## config.mk

```make
export PLATFORM = sky130hd
export DESIGN_NAME = read_dq_eye_trainer
export DESIGN_NICKNAME = d
export VERILOG_FILES = /design/src/rtl/read_train_pkg.sv /design/src/rtl/read_eye_sample_chk.sv /design/src/rtl/read_dq_eye_trainer.sv
export SDC_FILE = /design/constraint.sdc
export NUM_CORES = 1
export LEC_CHECK = 0
export ABC_AREA = 0
export CAP_MARGIN = 40
export CORE_MARGIN = 10
export CORE_UTILIZATION = 40
export DETAILED_ROUTE_END_ITERATION = 12
export PLACE_DENSITY = 0.63
export SYNTH_ARGS = -nofsm -noshare
export SYNTH_HDL_FRONTEND = slang
export SYNTH_SLANG_ARGS = --single-unit
```

## constraint.sdc

```tcl
create_clock -name FAB_CLK -period 6.75 [get_ports FAB_CLK]
set_input_delay 1.0125 -clock FAB_CLK [delete_from_list [all_inputs] [get_ports FAB_CLK]]
set_output_delay 1.0125 -clock FAB_CLK [all_outputs]
set_load 0.02 [all_outputs]
```

## src/rtl/read_train_pkg.sv

```systemverilog
// Shared state encoding, default parameters and helpers for the read DQ eye trainer.
package read_train_pkg;

    typedef enum logic [2:0] {
        IDLE,
        LOAD,
        SETTLE,
        SAMPLE,
        STEP,
        CENTER,
        DONE_S,
        FAIL_S
    } train_state_t;

    localparam int         DEF_TAP_MAX     = 255;
    localparam int         DEF_SETTLE_CYC  = 8;
    localparam int         DEF_SAMPLE_CYC  = 16;
    localparam int         DEF_MIN_WIDTH   = 4;
    localparam logic [7:0] DEF_EXP_PATTERN = 8'b01010101;

    // Midpoint of the eye, using a 9-bit sum so wide windows near the top tap cannot wrap.
    function automatic logic [7:0] eye_mid(input logic [7:0] left, input logic [7:0] right);
        logic [8:0] sum;
        sum = {1'b0, left} + {1'b0, right};
        return sum[8:1];
    endfunction

endpackage

```

## src/rtl/read_eye_sample_chk.sv

```systemverilog
// Per-tap sample window: counts SAMPLE_CYC words and accumulates pattern and eye-flag errors.
module read_eye_sample_chk
    import read_train_pkg::*;
#(
    parameter int         SAMPLE_CYC  = DEF_SAMPLE_CYC,
    parameter logic [7:0] EXP_PATTERN = DEF_EXP_PATTERN
) (
    input  logic       clk,
    input  logic       rst,
    input  logic       en,
    input  logic [7:0] rx_data,
    input  logic       early,
    input  logic       late,
    output logic       sample_done,
    output logic       sample_pass
);

    localparam logic [15:0] LAST = 16'(SAMPLE_CYC - 1);

    logic [15:0] cnt_q, cnt_d;
    logic        ok_q, ok_d;
    logic        word_ok;

    // The final word is folded in combinationally so the verdict is ready in the last sample cycle.
    always_comb begin
        word_ok     = (rx_data == EXP_PATTERN) && !early && !late;
        sample_done = en && (cnt_q == LAST);
        sample_pass = ok_q && word_ok;
        cnt_d       = '0;
        ok_d        = 1'b1;
        if (en && !sample_done) begin
            cnt_d = cnt_q + 16'd1;
            ok_d  = ok_q && word_ok;
        end
    end

    always_ff @(posedge clk) begin
        if (rst) begin
            cnt_q <= '0;
            ok_q  <= 1'b1;
        end else begin
            cnt_q <= cnt_d;
            ok_q  <= ok_d;
        end
    end

endmodule

```

## src/rtl/read_dq_eye_trainer.sv

```systemverilog
// Sweeps the read DQ delay line upward, finds the first passing window and parks the tap at its centre.
module read_dq_eye_trainer
    import read_train_pkg::*;
#(
    parameter int         TAP_MAX     = DEF_TAP_MAX,
    parameter int         SETTLE_CYC  = DEF_SETTLE_CYC,
    parameter int         SAMPLE_CYC  = DEF_SAMPLE_CYC,
    parameter int         MIN_WIDTH   = DEF_MIN_WIDTH,
    parameter logic [7:0] EXP_PATTERN = DEF_EXP_PATTERN
) (
    input  logic       FAB_CLK,
    input  logic       RX_SYNC_RST,
    input  logic       START,
    input  logic [7:0] RX_DATA,
    input  logic       EYE_MONITOR_EARLY,
    input  logic       EYE_MONITOR_LATE,
    input  logic       DELAY_LINE_OUT_OF_RANGE,
    output logic       DELAY_LINE_MOVE,
    output logic       DELAY_LINE_DIRECTION,
    output logic       DELAY_LINE_LOAD,
    output logic       EYE_MONITOR_CLEAR_FLAGS,
    output logic       BUSY,
    output logic       DONE,
    output logic       FAIL,
    output logic [7:0] TAP_CNT,
    output logic [7:0] EYE_LEFT,
    output logic [7:0] EYE_RIGHT,
    output logic [7:0] EYE_CENTER
);

    localparam logic [15:0] SETTLE_LAST = 16'(SETTLE_CYC - 1);
    localparam logic [7:0]  TAP_LAST    = 8'(TAP_MAX);
    localparam logic [8:0]  MIN_W       = 9'(MIN_WIDTH);

    train_state_t state_q, state_d;
    logic [15:0]  settle_cnt_q, settle_cnt_d;
    logic [7:0]   tap_q, tap_d, left_q, left_d, right_q, right_d, center_q, center_d;
    logic         have_pass_q, have_pass_d, phase_q, phase_d;
    logic         move_q, move_d, dir_q, dir_d, load_q, load_d, clear_q, clear_d;
    logic         busy_q, busy_d, done_q, done_d, fail_q, fail_d;
    logic         tap_end, tap_pass, center_move;
    logic [8:0]   width;
    logic         sample_done, sample_pass;

    read_eye_sample_chk #(
        .SAMPLE_CYC (SAMPLE_CYC),
        .EXP_PATTERN(EXP_PATTERN)
    ) u_sample_chk (
        .clk        (FAB_CLK),
        .rst        (RX_SYNC_RST),
        .en         (state_q == SAMPLE),
        .rx_data    (RX_DATA),
        .early      (EYE_MONITOR_EARLY),
        .late       (EYE_MONITOR_LATE),
        .sample_done(sample_done),
        .sample_pass(sample_pass)
    );

    always_comb begin
        state_d      = state_q;
        settle_cnt_d = '0;
        tap_d        = tap_q;
        left_d       = left_q;
        right_d      = right_q;
        center_d     = center_q;
        have_pass_d  = have_pass_q;
        phase_d      = 1'b0;
        dir_d        = dir_q;
        tap_end      = 1'b0;
        tap_pass     = 1'b0;
        center_move  = 1'b0;
        width        = '0;

        case (state_q)
            IDLE, DONE_S, FAIL_S: begin
                if (START) begin
                    state_d     = LOAD;
                    left_d      = '0;
                    right_d     = '0;
                    center_d    = '0;
                    have_pass_d = 1'b0;
                end
            end
            LOAD: begin
                tap_d   = '0;
                state_d = SETTLE;
            end
            SETTLE: begin
                if (DELAY_LINE_OUT_OF_RANGE) tap_end = 1'b1;
                else if (settle_cnt_q == SETTLE_LAST) state_d = SAMPLE;
                else settle_cnt_d = settle_cnt_q + 16'd1;
            end
            SAMPLE: begin
                if (DELAY_LINE_OUT_OF_RANGE) tap_end = 1'b1;
                else if (sample_done) begin
                    tap_end  = 1'b1;
                    tap_pass = sample_pass;
                end
            end
            STEP: begin
                tap_d   = tap_q + 8'd1;
                state_d = SETTLE;
            end
            CENTER: begin
                // Alternate pulse/gap cycles so each MOVE is isolated.
                if (phase_q) phase_d = 1'b0;
                else if (tap_q == center_q) state_d = DONE_S;
                else begin
                    center_move = 1'b1;
                    tap_d       = tap_q - 8'd1;
                    phase_d     = 1'b1;
                end
            end
            default: state_d = IDLE;
        endcase

        if (tap_end) begin
            if (tap_pass) begin
                if (!have_pass_q) begin
                    left_d      = tap_q;
                    have_pass_d = 1'b1;
                end
                right_d = tap_q;
            end
            if ((!tap_pass && have_pass_q) || (tap_q == TAP_LAST) || DELAY_LINE_OUT_OF_RANGE) begin
                width = {1'b0, right_d} - {1'b0, left_d} + 9'd1;
                if (!have_pass_d || (width < MIN_W)) state_d = FAIL_S;
                else begin
                    center_d = eye_mid(left_d, right_d);
                    state_d  = CENTER;
                end
            end else begin
                state_d = STEP;
            end
        end

        if (state_d == STEP) dir_d = 1'b1;
        else if (state_d == CENTER && state_q != CENTER) dir_d = 1'b0;

        move_d  = center_move || (state_d == STEP);
        load_d  = (state_d == LOAD);
        clear_d = (state_d == SETTLE) && (state_q != SETTLE);
        busy_d  = (state_d == LOAD) || (state_d == SETTLE) || (state_d == SAMPLE) ||
                  (state_d == STEP) || (state_d == CENTER);
        done_d  = (state_d == DONE_S);
        fail_d  = (state_d == FAIL_S);
    end

    always_ff @(posedge FAB_CLK) begin
        if (RX_SYNC_RST) begin
            state_q      <= IDLE;
            settle_cnt_q <= '0;
            tap_q        <= '0;
            left_q       <= '0;
            right_q      <= '0;
            center_q     <= '0;
            have_pass_q  <= 1'b0;
            phase_q      <= 1'b0;
            move_q       <= 1'b0;
            dir_q        <= 1'b0;
            load_q       <= 1'b0;
            clear_q      <= 1'b0;
            busy_q       <= 1'b0;
            done_q       <= 1'b0;
            fail_q       <= 1'b0;
        end else begin
            state_q      <= state_d;
            settle_cnt_q <= settle_cnt_d;
            tap_q        <= tap_d;
            left_q       <= left_d;
            right_q      <= right_d;
            center_q     <= center_d;
            have_pass_q  <= have_pass_d;
            phase_q      <= phase_d;
            move_q       <= move_d;
            dir_q        <= dir_d;
            load_q       <= load_d;
            clear_q      <= clear_d;
            busy_q       <= busy_d;
            done_q       <= done_d;
            fail_q       <= fail_d;
        end
    end

    assign DELAY_LINE_MOVE         = move_q;
    assign DELAY_LINE_DIRECTION    = dir_q;
    assign DELAY_LINE_LOAD         = load_q;
    assign EYE_MONITOR_CLEAR_FLAGS = clear_q;
    assign BUSY                    = busy_q;
    assign DONE                    = done_q;
    assign FAIL                    = fail_q;
    assign TAP_CNT                 = tap_q;
    assign EYE_LEFT                = left_q;
    assign EYE_RIGHT               = right_q;
    assign EYE_CENTER              = center_q;

endmodule

```

==> reports/metrics.json <==
{
  "detail_route.drc_violations": 0,
  "max_freq_mhz": 174,
  "path_class": "input pin to flip-flop",
  "path_cells": "clkdlybuf4s50_1 -> nor4b_1 -> nand4_1 -> nor4_4 -> nor2_1 -> a21oi_1 -> inv_1 -> ha_1 -> nor3_1 -> fa_1 -> a21o_1 -> a21oi_1 -> mux2_2 -> nor4_1 -> nand3_1 -> mux2i_1 -> a211oi_4 -> mux2_1 -> nor2_1",
  "fin_skew_ns": 0.0107,
  "via_count": 3587,
  "nFillCells": 1021,
  "worst_path_largest_cell_delay_ns": 0.56,
  "fin_cells": 701,
  "io-pin-count": 53,
  "share_clk_of_total_power_pct": 36.6,
  "post-route-cell-area_sq_um": 5130,
  "first_global_vias": 3626,
  "synthToLayoutAreaGrowth_pct": 20.0,
  "max_transition_margin_pct": 54.2,
  "power.sequential.fraction_pct": 52.7,
  "io_buffers": 52,
  "critical_path.startpoint_type": "input pin",
  "finalWirelength_mm": 10.3,
  "final_layout_size_suffix_gt1_share_pct": 6.55,
  "detailed_routing_iteration_count_for_the_pre_antenna_repair_pass": 4,
  "power_report.internal_total_mw": 0.640,
  "rsz0062_at_grt": "no",
  "place.detailed.instances": 685,
  "place_congestion": 0.787,
  "register_area_share_after_synthesis_pct": 36.1,
  "synth.top_cells.by_area": "sky130_fd_sc_hd__dfxtp_1, sky130_fd_sc_hd__ha_1, sky130_fd_sc_hd__nor2_1",
  "timing.max_cap.violations": 0,
  "outcome": "complete, no violations",
  "peak_fanout_along_the_critical_path": 15,
  "hold_viol": 0,
  "cts_root_buf": "sky130_fd_sc_hd__clkbuf_8",
  "grt_antenna_before_repair": 0,
  "power.switching_fraction_pct": 29.0,
  "tritoncts_clock_tree": "built",
  "critical_path_data_arrival_time_ns": 6.03,
  "final_setup_violation_count": 0,
  "mean_post_synth_cell_area_sq_um": 8.41,
  "post_cts.repair.setup_buffers": 0,
  "timing_max_transition_violations_final": 0,
  "ys_async_sr_fraction_pct": 0,
  "period_utilization_post_route_pct": 84.9,
  "grt_max_degree": 46,
  "synth_edf_count": 0,
  "clock_sinks": 77,
  "tritoncts_buffer_count": 9,
  "placement_row_count": 37,
  "cellLeakagePower_nw": 1.99,
  "global_route.usage.total_pct": 14.4,
  "initialDrtViolationCount": 176,
  "total_power_mw": 0.902,
  "drtAntennaViolNets": 0,
  "worst-endpoint-required_ns": 7.05,
  "cts.path.max_buffers": 2,
  "synth_top_area_share_pct": 36.1,
  "biggest_area_consumer_among_synthesized_cells": "sky130_fd_sc_hd__dfxtp_1",
  "num_antenna_cells": 0,
  "cts.hold.buffers_added": 0,
  "switchingPower_mw": 0.262,
  "most_used_flip_flop_cell_after_synthesis": "sky130_fd_sc_hd__dfxtp_1",
  "postSynthCellCount": 508,
  "vias_per_cell": 5.12,
  "timing.setup.tns_ns": 0,
  "power.combinational.fraction_pct": 10.8,
  "wire_per_inst_um": 14.8,
  "die_y_um": 123,
  "grt_overflow": 0,
  "placeableCoreArea_sq_um": 10400,
  "fp.dieArea_sq_um": 15200,
  "clkLatencyLatePin_ns": 0.36,
  "count_of_buffering_cells_on_the_critical_path_with_inverters_included": 2,
  "crit_path_top_delay_cell": "sky130_fd_sc_hd__nor4b_1",
  "reg2reg_slack_ns": 1.82,
  "yosysUniqueCellTypes": 56,
  "overall_die_width_um": 123,
  "pwr_density_cell_nw_per_um2": 176,
  "htreeDepth": 3,
  "synthesis.area_sq_um": 4270,
  "max-vdd-ir-drop_uv": 101,
  "layout.core_utilization_pct": 49.5,
  "path_delay_family": "simple AND/OR/NAND/NOR gates",
  "ys_ff_latch": 77,
  "dpl-instance-area_sq_um": 4950,
  "grt_pass1_wl_mm": 17.7,
  "syn-num-nets": 553,
  "floorplan.initialDensity_pct": 41.2,
  "synthesis.yosys.warnings": 0,
  "clk_transition_reported_paths_ns": 0.08,
  "worstSetupEndpointType": "flip-flop",
  "placed_wire_length_estimate_mm": 7.72,
  "worst-slew-pin-transition_ns": 0.683,
  "holdCritPathClass": "flip-flop to flip-flop",
  "cts-resized-gates": 0,
  "final_period_minus_worst_setup_slack_ns": 5.73,
  "final_net_count": 605
}
[cell type report]
cell class                 count  area, sq um  area share, %
inverter                      23         86.3           1.68
clock buffer                   9          124           2.42
clock inverter                 7         57.6           1.12
multi-input combinational    392         2590           50.4
sequential                    77         1540           30.1
timing repair buffer          57          563           11.0
tap                          136          170           3.32
[path summary, 6_finish.rpt]
check,depth (start not counted),startpoint,end
worst max-delay path,19,RX_DATA[1],EYE_CENTER[0]
worst min-delay path,1,u_sample_chk.cnt_q[0],u_sample_chk.cnt_q[0]
worst max register to register,19,u_sample_chk.cnt_q[0],EYE_CENTER[0]
worst min register to register,1,u_sample_chk.cnt_q[0],u_sample_chk.cnt_q[0]
[logic make-up after synthesis]
group / count (synthesis) / synth area share, %
AOI/OAI and AO/OA: 85 / 13.2
xor gates and xnor gates: 49 / 10.0
adders and majority gates: 31 / 9.60
buffers and inverters: 39 / 3.63
DFF: 77 / 36.1
muxes: 7 / 1.76
and+or+nand+nor: 220 / 25.7
[flip-flops by register name, indices dropped and copies added (netlist names), 3 cells and up]
signal and count:
settle_cnt_q 16, u_sample_chk.cnt_q 16, EYE_CENTER 8, EYE_LEFT 8, EYE_RIGHT 8, TAP_CNT 8, state_q 3
[synth_stat cells (11+ instances only)]
library cell	n
sky130_fd_sc_hd__a21oi_1	33
sky130_fd_sc_hd__clkbuf_1	14
sky130_fd_sc_hd__dfxtp_1	77
sky130_fd_sc_hd__ha_1	28
sky130_fd_sc_hd__inv_1	23
sky130_fd_sc_hd__nand2_1	42
sky130_fd_sc_hd__nand3_1	14
sky130_fd_sc_hd__nand4_1	11
sky130_fd_sc_hd__nor2_1	86
sky130_fd_sc_hd__nor2b_1	11
sky130_fd_sc_hd__nor4_1	11
sky130_fd_sc_hd__o21ai_0	13
sky130_fd_sc_hd__xnor2_1	22
sky130_fd_sc_hd__xor2_1	27
[layout by cell type (no fill, tap or decap), types with 8 or more instances in the layout]
cell type / netlist / final
sky130_fd_sc_hd__and3_1: 8 / 8
sky130_fd_sc_hd__nand3b_1: 8 / 8
sky130_fd_sc_hd__nand3_1: 14 / 14
sky130_fd_sc_hd__o21bai_1: 9 / 9
sky130_fd_sc_hd__nand2_1: 42 / 42
sky130_fd_sc_hd__nor4_1: 11 / 10
sky130_fd_sc_hd__dfxtp_1: 77 / 77
sky130_fd_sc_hd__xnor2_1: 22 / 22
sky130_fd_sc_hd__ha_1: 28 / 28
sky130_fd_sc_hd__a21oi_1: 33 / 33
sky130_fd_sc_hd__xor2_1: 27 / 27
sky130_fd_sc_hd__o21ai_0: 13 / 13
sky130_fd_sc_hd__inv_1: 23 / 23
sky130_fd_sc_hd__nor2b_1: 11 / 11
sky130_fd_sc_hd__clkdlybuf4s50_1: 0 / 52
sky130_fd_sc_hd__clkbuf_8: 0 / 9
sky130_fd_sc_hd__nor2_1: 86 / 86
sky130_fd_sc_hd__nand4_1: 11 / 11
[layer usage]
layer / vias to the layer above / wire, um / share of wire (%) / global-route usage [%]
met3: 15 / 585 / 5.7 / 4.92
met5: - / 0 / 0 / 0
met1: 1670 / 4840 / 47 / 17.1
li1: 1846 / - / - / -
met4: 0 / 137 / 1.3 / 3.93
met2: 56 / 4770 / 46 / 24.2
[power groups by stage]
stage	sequential, mW	clock, mW	combinational (mW)
after floorplan	0.484	0	0.0584
after global placement	0.485	0	0.0920
after detailed placement	0.486	0	0.0974
after CTS	0.475	0.339	0.0977
after global routing	0.478	0.365	0.107
final	0.475	0.330	0.0970
[metrics by stage]
| step | worst slack (ns) | hold slack (ns) |
|---|---|---|
| finish | 1.02 | 0.453 |
| CTS | 0.948 | 0.457 |
| detailed placement | 0.567 | 0.443 |
| floorplan | 1.31 | 0.413 |
| global placement | 0.807 | 0.426 |
| global route | 0.382 | 0.491 |
(Power assumes the default switching activity.)
==> edit 1, RTL diff (same settings) <==
Encoding of `train_state_t`: now one-hot (8 bits for 8 states).
--- a/src/rtl/read_train_pkg.sv
+++ b/src/rtl/read_train_pkg.sv
@@ -3,11 +3,11 @@
 
-    typedef enum logic [2:0] {
-        IDLE,
-        LOAD,
-        SETTLE,
-        SAMPLE,
-        STEP,
-        CENTER,
-        DONE_S,
-        FAIL_S
+    typedef enum logic [7:0] {
+        IDLE   = 8'b00000001,
+        LOAD   = 8'b00000010,
+        SETTLE = 8'b00000100,
+        SAMPLE = 8'b00001000,
+        STEP   = 8'b00010000,
+        CENTER = 8'b00100000,
+        DONE_S = 8'b01000000,
+        FAIL_S = 8'b10000000
     } train_state_t;
Formal check against the unedited RTL: same outputs for any inputs over 10 cycles, from zero or initial values and one cycle with RX_SYNC_RST high; not proved beyond that.
==> edit 1 against the unedited design <==
Sequential cell count grew 5; die area grew 10%; register-to-register slack worse by 350 ps; fmax shrank 0.91%; clock skew shrank 4.5 ps; critical endpoint is now EYE_CENTER[1]; largest cell class unchanged; worst hold slack lost 4.9 ps; count of clock-buffer cells in the layout rose by 2; sequential share of layout area is 1.4 points lower; critical path type unchanged; area after synthesis increased by 12%; cell area rose by 12%; wire length rose by 14%; worst setup slack lost 52 ps.
Power is not compared: it rests on default switching activity, and its combinational part moved more than twofold at a synthesized area within 25%.
==> edit 1: results (changes against the unedited design) <==
[layout]
drive_gt1_frac = 0.0823  ; +0.0168
clkbuf_count = 11  ; +2
layoutNonFillerInstCount = 763  ; +8.8%
final-seq-area_mm2 = 0.00164  ; +6.5%
n_all_buffers = 55  ; -3.5%
fin_nets = 660  ; +9.1%
fillCellCount = 1085  ; +6.3%
seq_cells = 82  ; +6.5%
area_share_clock_buf_inv = 0.0518  ; +0.0164
multiInputGateArea_mm2 = 0.00298  ; +15%

[logic_synthesis]
synth.top_cells.by_area = dfxtp_1 (34%), nor2_1 (7.4%), ha_1 (7.3%), xnor2_1 (5.5%), nand2_1 (4.2%)
synth_fa_ha_area_frac = 0.0858  ; -0.0103
ys_seq_area_frac = 0.343  ; -0.0178
synth_fp_nets = 614  ; +11%
synth.mux.area_fraction = 0.0217  ; +0.00413
synth_xor_area_frac = 0.0952  ; -0.00528
synth-compound-area-share = 0.131  ; -0.00138
synth_commonest_cells = nor2_1 (94), dfxtp_1 (82), nand2_1 (54)
syn_avg_cell_area_um2 = 8.41  ; about the same

[clocking]
cts-root-buf = clkbuf_16
clk_pin_slew_worst_paths_ps = 60  ; -20 ps
clkLatencyLatePin_ps = 340  ; -20 ps

[global_routing]
gr-usage-all-layers = 0.144  ; +0.000383
grt_first_pass_wirelength_um = 19500  ; +10%
gr-usage-met1 = 0.185  ; +0.0140
first_global_vias = 3872  ; +6.8%
grt_use_met2 = 0.233  ; -0.00828
grtUsageMet3 = 0.0326  ; -0.0166

[drt]
via_count = 4048  ; +13%
totalWireLength_um = 11800  ; +14%
wl_met2_um = 5670  ; +19%
dr_wl_met3_um = 544  ; -7.0%
wl_met1_um = 5400  ; +12%

[critical_path]
max_stage_delay_ps = 580  ; +20 ps
r2r_start = state_q[5]
rrSetupSlack_ps = 1470  ; -350 ps
r2r_cells = 20  ; +1
cp_slowest_cell = o211ai_2
cp_top_family = compound AO/OA/AOI/OAI gates
cp_max_fo = 12  ; -3

[place]
placed_area_mm2 = 0.00543  ; +9.8%
placedCellCount = 747  ; +9.1%
routabilityCongestion = 0.876  ; +11%
dp_hpwl_um = 8930  ; +16%
pre_cts_ws_ps = 665  ; +98.4 ps

[timing]
timing.final.ws_setup_ps = 964  ; -52.5 ps
clock_skew_ps = 6.19  ; -4.49 ps
worst_slew_pin_slew_ps = 706  ; +22.5 ps

[status]
status = finished clean

edit 1: worst register-to-register path: stages, from the launching register on:
cell	delay, ps
dfxtp_1	390
nor3_4	270
o2111ai_1	250
or2_2	590
and3_1	270
a21oi_1	280
inv_1	120
ha_1	320
nor2b_1	50
o21ai_0	60
mux2_2	270
nor2_1	70
fa_1	410
a21o_1	210
a22oi_1	230
nor2_1	70
a21oi_1	150
o211ai_2	140
o211ai_2	580
mux2_2	410
nor2_1	80
edit 1: power by group:
part           internal [mW]  leakage [nW]  switching [mW]  total (mW)
clock                  0.295         0.149           0.196       0.492
sequential             0.487         0.661         0.00302       0.490
combinational         0.0187          1.50          0.0291      0.0478
edit 1: worst max-delay path by stage:
| stage | end |
|---|---|
| after detailed placement | EYE_CENTER[1] |
| after global routing | EYE_CENTER[0] |
| after floorplan | EYE_CENTER[2] |
| final | EYE_CENTER[1] |
| after CTS | EYE_CENTER[1] |
| after global placement | EYE_CENTER[1] |
==> edit 2, RTL diff (same settings) <==
Without the edit above. Set the package constant `DEF_TAP_MAX` to 191 (it was 255).
--- a/src/rtl/read_train_pkg.sv
+++ b/src/rtl/read_train_pkg.sv
@@ -14,3 +14,3 @@
 
-    localparam int         DEF_TAP_MAX     = 255;
+    localparam int         DEF_TAP_MAX     = 191;
     localparam int         DEF_SETTLE_CYC  = 8;
Behaviour: same outputs for any inputs over 10 cycles, from zero or initial values and one cycle with RX_SYNC_RST high; that may be too few to reach the edited logic, so the function may still have changed.
==> edit 2 against the unedited design <==
Cell area is 0.41% higher; global-route usage is 0.093 points lower; non-clock buffer count is 1 higher; sequential cell count stayed put; cell count is 2.0% higher; critical path depth is 1 higher; total power is 1.0% lower; synthesized cell count is 3.3% higher; area after synthesis is 1.4% higher; worst setup slack worse by 240 ps; fmax is 4.0% lower; wire length is 4.0% higher; first-iteration DRC count is 62% higher; largest power group unchanged; highest routed layer unchanged.
==> edit 2: results (changes against the unedited design) <==
[drt]
drt_iter0_drc = 285  ; +62%
via_count = 3714  ; +3.5%
first_pass_iters = 5  ; +1
wl_per_cell_um = 15.0  ; +2.0%

[logic_synthesis]
synth_cell_types = 55  ; -1.8%
synth.top_cells.by_area = dfxtp_1 (36%), ha_1 (8.1%), nor2_1 (6.6%), xnor2_1 (5.5%), a21oi_1 (4.3%)
synth_fp_nets = 570  ; +3.1%
ys.warnings.count = 0  ; unchanged
synth_commonest_cells = dfxtp_1 (77), nor2_1 (76), nand2_1 (45)
ys_seq_area_frac = 0.356  ; -0.00490
synthCells = 525  ; +3.3%
async_flop_share = 0  ; unchanged

[global_routing]
antenna_found_initial = 0  ; unchanged
gr-usage-met1 = 0.192  ; +0.0203
first_global_vias = 3605  ; -0.58%
gr-usage-all-layers = 0.143  ; -0.000933
grtUsageMet3 = 0.0258  ; -0.0234
grt_use_met2 = 0.226  ; -0.0161
grt_max_degree = 46  ; unchanged
grt_first_pass_wirelength_um = 17900  ; +1.0%

[place]
placedCellCount = 699  ; +2.0%
io_buffers = 52  ; unchanged
routabilityCongestion = 0.863  ; +9.7%
pre_cts_ws_ps = 374  ; -193 ps
dp_hpwl_um = 8030  ; +4.0%

[clocking]
clkLatencyLatePin_ps = 360  ; about the same
numCtsBuffers = 9  ; unchanged
cts-root-buf = clkbuf_8
clk_pin_slew_worst_paths_ps = 80  ; about the same
postCtsSetupRepairBufs = 0  ; unchanged
htreeDepth = 3  ; unchanged

[critical_path]
cp_max_fo = 15  ; unchanged
r2r_start = u_sample_chk.cnt_q[0]
cp_slowest_cell = a211oi_2
max_stage_delay_ps = 740  ; +180 ps
crit_start = RX_DATA[6]
criticalPathCategory = in -> reg

[layout]
top_regs = settle_cnt_q: 16 flops, u_sample_chk.cnt_q: 16 flops
layoutNonFillerInstCount = 715  ; +2.0%
drive_gt1_frac = 0.0570  ; -0.00849
fin_nets = 619  ; +2.3%
diodes = 0  ; unchanged

[status]
status = finished clean

[timing]
clock_skew_ps = 8.63  ; -2.05 ps
worst_slew_pin_slew_ps = 826  ; +143 ps

[power]
ir_worst_vdd_mv = 0.0780  ; -23%
p_leak_nw = 1.96  ; -1.9%

[min_path]
hp-start = settle_cnt_q[0]
hold_class = reg -> reg

edit 2: changes by cell type in the layout (fill, tap and decap cells not counted), moves of 5 or more:
cell and change:
o21ai_0 +7, and3_1 +6, nand4_1 -5, xnor2_1 +5, xor2_1 -9, nor2_1 -10
edit 2: cell type report:
type                            instances  area, um2
Fill cell                            1030       5270
Multi-Input combinational cell        402       2610
Sequential cell                        77       1540
Timing Repair Buffer                   58        566
Tap cell                              136        170
Clock buffer                           13        149
Inverter                               26       97.6
Clock inverter                          3       21.3
edit 2: stage by stage:
stage | power (mW) | util | instance area (um2)
global route | 0.932 | 0.494 | 5150
global placement | 0.583 | 0.477 | 4970
floorplan | 0.546 | - | 4330
detailed placement | 0.588 | 0.478 | 4980
finish | 0.893 | 0.494 | 5150
CTS | 0.903 | 0.494 | 5150
edit 2: cells by family after synthesis:
group | share of synthesized area
AO/OA/AOI/OAI | 0.129
XOR/XNOR | 0.0910
adder cells (fa/ha/maj) | 0.0947
buffers and inverters | 0.0427
flip-flops | 0.356
multiplexers | 0.0205
AND/OR/NAND/NOR | 0.267
edit 2: metal layers:
layer  wire length, um  part of all wire  vias up
li1                  -                 -     1904
met1              5200              0.48     1742
met2              4900              0.46       57
met3               488             0.045       11
met4               169             0.016        0
met5                 0                 0        -
edit 2: worst paths after layout:
path                endpoint  slack (ps)  cells after the start
max reg2reg    EYE_CENTER[0]        1520                     20
min          settle_cnt_q[0]         470                      1
min reg2reg  settle_cnt_q[0]         470                      1
max            EYE_CENTER[0]         780                     20
edit 2: report_power, final:
group          internal [mW]  leakage [nW]  switching [mW]
clock                  0.144        0.0836           0.171
sequential             0.463         0.621          0.0114
combinational         0.0411          1.25          0.0619
total                  0.648          1.96           0.244
